### config.mk
export PLATFORM = sky130hd
export DESIGN_NAME = ppi_mode1_port
export DESIGN_NICKNAME = d
export VERILOG_FILES = /design/src/rtl/ppi_mode1_port.sv
export SDC_FILE = /design/constraint.sdc
export NUM_CORES = 1
export LEC_CHECK = 0
export CORE_MARGIN = 2
export CORE_UTILIZATION = 25
export CTS_BUF_LIST = sky130_fd_sc_hd__clkbuf_4 sky130_fd_sc_hd__clkbuf_8
export DETAILED_ROUTE_END_ITERATION = 6
export DONT_BUFFER_PORTS = 1
export PLACE_DENSITY = 0.49
export REMOVE_ABC_BUFFERS = 1
export SLEW_MARGIN = 20
export SYNTH_ARGS = -nofsm -noshare
export SYNTH_HDL_FRONTEND = slang
export SYNTH_SLANG_ARGS = --single-unit
### constraint.sdc
create_clock -name CLK -period 1.2 [get_ports CLK]
set_input_delay 0.18 -clock CLK [delete_from_list [all_inputs] [get_ports CLK]]
set_output_delay 0.18 -clock CLK [all_outputs]
set_load 0.05 [all_outputs]
### src/rtl/ppi_mode1_port.sv
// Strobed-handshake port engine: input-latch / output-buffer handshakes with
// interrupt generation, fed by synchronized peripheral strobes and pin data.
module ppi_mode1_port #(
   parameter int WIDTH       = 8,
   parameter int SYNC_STAGES = 2
) (
   input  logic             CLK,
   input  logic             RST,
   input  logic             mode_en,
   input  logic             dir,
   input  logic             inte,
   input  logic             cpu_rd,
   input  logic             cpu_wr,
   input  logic [WIDTH-1:0] cpu_wdata,
   output logic [WIDTH-1:0] cpu_rdata,
   input  logic [WIDTH-1:0] port_in,
   output logic [WIDTH-1:0] port_out,
   output logic             port_oe,
   input  logic             STB_n,
   input  logic             ACK_n,
   output logic             IBF,
   output logic             OBF_n,
   output logic             INTR,
   output logic [7:0]       status
);

   logic [SYNC_STAGES-1:0] stb_sync, ack_sync;
   logic [WIDTH-1:0]       pin_sync [SYNC_STAGES];
   logic                   stb_d, ack_d;
   logic                   stb_s, ack_s;
   logic [WIDTH-1:0]       pin_s;
   logic                   stb_fall, stb_rise, ack_fall, ack_rise;

   logic                   ibf, obf_n, intr, ovr, done, inte_q, mode_q, dir_q;
   logic [WIDTH-1:0]       in_latch, out_reg, rdata_q;
   logic                   ibf_nxt, obf_n_nxt, intr_nxt, ovr_nxt, done_nxt;
   logic [WIDTH-1:0]       in_latch_nxt, out_reg_nxt, rdata_nxt;

   // Parallel synchronizer chains keep pin data aligned with the strobe; the extra
   // flop on the strobe chains gives the edge detector its previous sample.
   always_ff @(posedge CLK) begin
      if (RST) begin
         stb_sync <= '1;
         ack_sync <= '1;
         stb_d    <= 1'b1;
         ack_d    <= 1'b1;
         for (int i = 0; i < SYNC_STAGES; i++) pin_sync[i] <= '0;
      end else begin
         stb_sync <= {stb_sync[SYNC_STAGES-2:0], STB_n};
         ack_sync <= {ack_sync[SYNC_STAGES-2:0], ACK_n};
         stb_d    <= stb_sync[SYNC_STAGES-1];
         ack_d    <= ack_sync[SYNC_STAGES-1];
         pin_sync[0] <= port_in;
         for (int i = 1; i < SYNC_STAGES; i++) pin_sync[i] <= pin_sync[i-1];
      end
   end

   assign stb_s    = stb_sync[SYNC_STAGES-1];
   assign ack_s    = ack_sync[SYNC_STAGES-1];
   assign pin_s    = pin_sync[SYNC_STAGES-1];
   assign stb_fall = stb_d & ~stb_s;
   assign stb_rise = ~stb_d & stb_s;
   assign ack_fall = ack_d & ~ack_s;
   assign ack_rise = ~ack_d & ack_s;

   // Handshake next-state: later assignments in each branch take priority, so the
   // CPU access lines are applied last and win over coincident peripheral edges.
   always_comb begin
      ibf_nxt      = ibf;
      obf_n_nxt    = obf_n;
      intr_nxt     = intr;
      ovr_nxt      = ovr;
      done_nxt     = done;
      in_latch_nxt = in_latch;
      out_reg_nxt  = out_reg;
      rdata_nxt    = rdata_q;
      if (!mode_en || (mode_en != mode_q) || (dir != dir_q)) begin
         ibf_nxt   = 1'b0;
         obf_n_nxt = 1'b1;
         intr_nxt  = 1'b0;
         ovr_nxt   = 1'b0;
         done_nxt  = 1'b0;
      end else if (dir) begin
         if (stb_fall) begin
            in_latch_nxt = pin_s;
            ibf_nxt      = 1'b1;
            if (ibf && !cpu_rd) ovr_nxt = 1'b1;
         end
         if (stb_rise && inte && ibf) intr_nxt = 1'b1;
         if (inte && !inte_q && ibf && stb_s) intr_nxt = 1'b1;
         if (!inte) intr_nxt = 1'b0;
         if (cpu_rd) begin
            rdata_nxt = in_latch;
            ibf_nxt   = stb_fall;
            intr_nxt  = 1'b0;
            ovr_nxt   = 1'b0;
         end
      end else begin
         if (ack_fall) obf_n_nxt = 1'b1;
         if (ack_rise) begin
            done_nxt = 1'b1;
            if (inte && obf_n) intr_nxt = 1'b1;
         end
         if (inte && !inte_q && obf_n && ack_s && done) intr_nxt = 1'b1;
         if (!inte) intr_nxt = 1'b0;
         if (cpu_rd) rdata_nxt = out_reg;
         if (cpu_wr) begin
            out_reg_nxt = cpu_wdata;
            obf_n_nxt   = 1'b0;
            intr_nxt    = 1'b0;
            done_nxt    = 1'b0;
         end
      end
   end

   // Handshake and data registers; reset overrides everything including a live handshake.
   always_ff @(posedge CLK) begin
      if (RST) begin
         ibf      <= 1'b0;
         obf_n    <= 1'b1;
         intr     <= 1'b0;
         ovr      <= 1'b0;
         done     <= 1'b0;
         inte_q   <= 1'b0;
         mode_q   <= 1'b0;
         dir_q    <= 1'b0;
         in_latch <= '0;
         out_reg  <= '0;
         rdata_q  <= '0;
      end else begin
         ibf      <= ibf_nxt;
         obf_n    <= obf_n_nxt;
         intr     <= intr_nxt;
         ovr      <= ovr_nxt;
         done     <= done_nxt;
         inte_q   <= inte;
         mode_q   <= mode_en;
         dir_q    <= dir;
         in_latch <= in_latch_nxt;
         out_reg  <= out_reg_nxt;
         rdata_q  <= rdata_nxt;
      end
   end

   assign cpu_rdata = mode_en ? rdata_q : pin_s;
   assign port_out  = out_reg;
   assign port_oe   = mode_en & ~dir;
   assign IBF       = ibf;
   assign OBF_n     = obf_n;
   assign INTR      = intr;
   assign status    = {4'b0000, ovr, inte, (dir ? ibf : ~obf_n), intr};

endmodule
Yosys cells after proc, flatten, opt, wreduce, memory -nomap -nowiden
Memory sizes are Yosys's and may differ from the RTL's.
Cells that the tools add are included.
- register bits after elaboration: 38
- bits in latches: 0
- RAM bits: 16
- ROM bits: 0
- bits of input ports: 25
- output and inout bits: 28
- logic and storage cells: 92
- memories: 1
- add/subtract/negate cells: 0
- multiply operators: 0
- div/mod/pow operators: 0
- magnitude comparators: 0
- equal/unequal tests: 5
- shift operators: 0
- mux-type cells: 29
- bitwise operators: 14
- reductions and logical operators: 28
- memory list (name ; words ; width ; read ports ; clocked after Yosys merged registers in ; write ports ; line ; RTL):
    pin_sync ; 2 ; 8 ; 2 ; 0 ; 2 ; 28 ; logic [WIDTH-1:0] pin_sync [SYNC_STAGES];
- operators by type and width (cell ; count):
    $mux 8 ; 6
    $mux 1 ; 23
    $ne 5x2->1 const B ; 3
    $reduce_and 3->1 ; 4
    $logic_and 1x1->1 ; 10
    $reduce_and 2->1 ; 4
    $reduce_bool 2->1 ; 4
    $not 1->1 ; 7
    $and 1x1->1 ; 5
    $logic_not 1->1 ; 3
    $logic_or 1x1->1 ; 2
    $ne 1x1->1 ; 2
    $or 1x1->1 ; 2
    $reduce_or 2->1 ; 1

Longest topological paths before layout
- depth after elaboration: 9
- gate-level depth with buffers: 5
- mapped depth without buffers: 3

Worst setup path after synthesis
Ideal clock, no wire load.
- path kind: flip-flop to output port
- start: register obf_n (netlist: OBF_n)
- end: output status[1]
- arrival time: 1.655 ns
- required time: 1.020 ns
- path slack: -0.635 ns
- cell stages (with the launch flop): 2
- path buffers: 0
- path through: dfxtp_1 > o21ai_0
- longest elaborated chain between the ends: 2
- ends and longest elaborated chain (item ; line ; RTL):
    from (decl) ; 34 ; logic ibf, obf_n, intr, ovr, done, inte_q, mode_q, dir_q;
    from (signal assigned) ; 132 ; obf_n <= obf_n_nxt;
    $not 1->1 ; 151 ; assign status = {4'b0000, ovr, inte, (dir ? ibf : ~obf_n), intr};
    $mux 1 ; 151 ;
    to (decl) ; 24 ; output logic [7:0] status
Every way passes these cells.

Final worst setup path
- start: register dir_q
- end: register obf_n (netlist: OBF_n)
- longest elaborated chain between the ends: 3
- ends and longest elaborated chain (item ; line ; RTL):
    from (decl) ; 34 ;
    from (signal assigned) ; 138 ; dir_q <= dir;
    $ne 1x1->1 ; 77 ; if (!mode_en || (mode_en != mode_q) || (dir != dir_q)) begin
    $logic_or 1x1->1 ; 77 ;
    $reduce_or 2->1 (no source line) ; n/a ;
Every way passes these cells.
A chain may end at the register's enable or synchronous reset.

==> metrics.md <==
| Metric | Value |
|---|---|
| Leakage power | `between 0.001 and 0.0015 uW` |
| DR vias/cell | `approximately 4.7` |
| Area Overhead vs Synth | `29.2%` |
| Grt total ovfl | `0` |
| Mapped cell area | `between 2000 and 2500 um2` |
| Non-filler cells, final | `353` |
| Clock root buffer | `clkbuf_8` |
| Core box area | `between 8000 and 9000 um2` |
| Post-route ant nets | `0` |
| Critical path class | `reg2reg` |
| Finished layout cell area | `about 2700 um2` |
| Floorplan row count | `33` |
| Antenna diodes | `0` |
| Final Slew Violations | `0` |
| Final setup viols | `0` |
| Cell count after placement | `roughly 330` |
| FF+latch count, synth | `54` |
| Clock transition at path regs | `0.10 ns` |
| Chip width | `around 96 um` |
| Fmax | `roughly 0.84 GHz` |
| DR pass1 iterations | `4` |
| Vias in the first global route | `roughly 1600` |
| Residual DRC | `0` |
| Via count | `about 1600` |
| Yosys top cell area share | `between 50 and 60%` |
| HP Class | `in2reg` |
| Met3 GRT Util | `under 10%` |
| Max FO, Critical Path | `3` |
| Die Y | `approximately 96 um` |
| Commonest non-fill, non-tap cell in the layout | `dfxtp_1` |
| Top cells by area, synth | `dfxtp_1, a21oi_1, nor2b_1` |
| Die Area | `~9000 um2` |
| Synth Instances | `approximately 220` |
| Critical-path cell list | `xnor2_2, or3b_4, nand2b_1` |
| Placed cell area | `2340 um2` |
| Worst EP required | `roughly 1.4 ns` |
| Total of max-cap violations | `0` |
| Worst skew pair latency | `between 0.3 and 0.4 ns` |
| WL per Instance | `~15 um` |
| Peak supply drop | `about 0.58 mV` |
| I/O pins | `53` |
| Initial drt markers | `between 90 and 100` |
| CTS H-tree depth | `2` |
| R2R Setup Slk | `around 0.012 ns` |
| Hold_ws | `between 0.004 and 0.005 ns` |
| Tcrit/Tclk final | `between 90% and 100%` |
| CTS Buf Count | `5` |
| Layer with the highest usage | `met2` |
| CTS tree | `yes` |
| Share of layout cells above drive strength 1 | `between 20% and 30%` |
| Total Nets Final | `~270` |
| Final hold vios | `0` |
| GP Congestion | `~0.71` |
| PortBufs | `0` |
| Clock Skew | `approximately 0.012 ns` |
| Largest net degree at the start of global routing | `42` |
| GR Util met2 | `about a fifth` |
| Worst Setup Start Kind | `flop` |
| Starting density of the core | `around a quarter` |
| Synth unique cells | `33` |
| Critical-path top delay cell | `or3b_4` |
| Tot GR Track Use | `12.3%` |
| Clock Tree Buf Depth | `2` |
| Initial antenna violation count | `0` |
| Avg Inst Size Synth | `just under 10 um2` |
| Register area share after synthesis | `a little over 50%` |
| First-pass GRT wire length | `between 8000 and 9000 um` |
| RSZ-0062 raised after global routing | `true` |
| Status | `finished clean` |
| Clock Sinks | `54` |
| Post-synth top area cell | `dfxtp_1` |
| Leading cell types in the layout, fill and taps excluded | `dfxtp_1, a21oi_1, buf_4` |
| Data arrival time of the worst path | `1.40 ns` |
| Max incr delay on CP | `~0.42 ns` |
| PD cells | `1250 nW/um2` |
| Min cycle time layout | `around 1.2 ns` |
| M1 GR Usage | `15.4%` |
| Drt total wl | `5410 um` |
| Tot Pwr | `approximately 3400 uW` |
| Crit. End Element | `flop` |
| Detailed Place HPWL | `between 3000 and 4000 um` |
| Yosys Warn Count | `0` |
[power breakdown]
| part | switching, uW | internal [uW] | total (uW) |
|---|---|---|---|
| logic | 188 | 143 | 331 |
| registers | 24.0 | 1840 | 1860 |
| clock network | 602 | 615 | 1220 |
[per-layer routing]
| layer | routed length [um] | part of all wire [%] |
|---|---|---|
| met4 | 42 | 0.78 |
| met5 | 0 | 0 |
| met3 | 384 | 7.1 |
| met2 | 2570 | 48 |
| met1 | 2410 | 45 |
[registers in the layout, summed over array words and instances, names as in the netlist]
| signal | flops |
|---|---|
| in_latch | 8 |
| done | 1 |
| dir_q | 1 |
| pin_sync | 16 |
| stb_d | 1 |
| IBF | 1 |
| ack_d | 1 |
| rdata_q | 8 |
| mode_q | 1 |
| port_out | 8 |
| inte_q | 1 |
| ack_sync | 2 |
| stb_sync | 2 |
| ovr | 1 |
| INTR | 1 |
| OBF_n | 1 |
[final timing paths]
| path | from | endpoint | cells after the start |
|---|---|---|---|
| worst max-delay path | dir_q | OBF_n | 3 |
| worst min-delay path | port_in[4] | pin_sync[0][4] | 1 |
| worst max register to register | dir_q | OBF_n | 3 |
| worst min register to register | ack_sync[0] | ack_sync[1] | 1 |
[cell usage after synthesis, drive strengths merged]
| cell | number |
|---|---|
| inv | 2 |
| or2 | 6 |
| and3b | 1 |
| and4b | 1 |
| nand2b | 1 |
| nand3 | 17 |
| nand4b | 1 |
| conb | 1 |
| o2bb2ai | 1 |
| a21oi | 27 |
| or3 | 1 |
| buf | 10 |
| and3 | 2 |
| xnor2 | 1 |
| mux2 | 8 |
| o311a | 1 |
| a21boi | 1 |
| nand3b | 3 |
| or3b | 1 |
| o211a | 1 |
| o21ai | 17 |
| and2 | 1 |
| a211oi | 9 |
| dfxtp | 54 |
| mux2i | 8 |
| clkbuf | 11 |
| nor2 | 3 |
| nor2b | 20 |
| nand2 | 5 |
| nor3b | 2 |
| a32oi | 1 |
[cells by family after synthesis]
kind of cell | synth area share (%)
buf+inv | 5.63
compound gates | 15.8
mux | 8.06
flops | 51.2
simple gates | 18.4
other cells | 0.178
xor+xnor | 0.771
[per-stage QoR]
step | setup WS, ns | util [%] | TNS (ns)
finish | 0.0122 | 33.2 | 0
global route | -0.0328 | 33.2 | -0.228
global placement | -0.000464 | 28.5 | -0.000464
CTS | 0.000650 | 32.3 | 0
floorplan | -0.635 | - | -1.37
detailed placement | -0.0177 | 28.5 | -0.0832
[area by class of cell]
class / instances / area [um2]
fillers: 842 / 5490
well taps: 105 / 131
flip-flops and latches: 54 / 1090
multi-input cells: 144 / 1010
repair buffers: 40 / 378
clock buffers: 5 / 68.8
clock inverters: 3 / 40.0
inverters: 2 / 11.3
[worst max-delay path: cells and delay by family, from the launching register on]
family,cells,cell delay [ns]
and+or+nand+nor,2,0.56
DFF,1,0.35
xor gates and xnor gates,1,0.17
[repair_timing]
| item | 4_1_cts | 5_1_grt |
|---|---|---|
| pin swaps | 0 | 3 |
| setup endpoints to repair | 22 | 36 |
| buffers inserted | 0 | 3 |
| resized for setup | 15 | 18 |
| endpoints found under the hold margin | 49 | 0 |
| hold buffers | 14 | 0 |
Power figures use the tool's default switching activity.
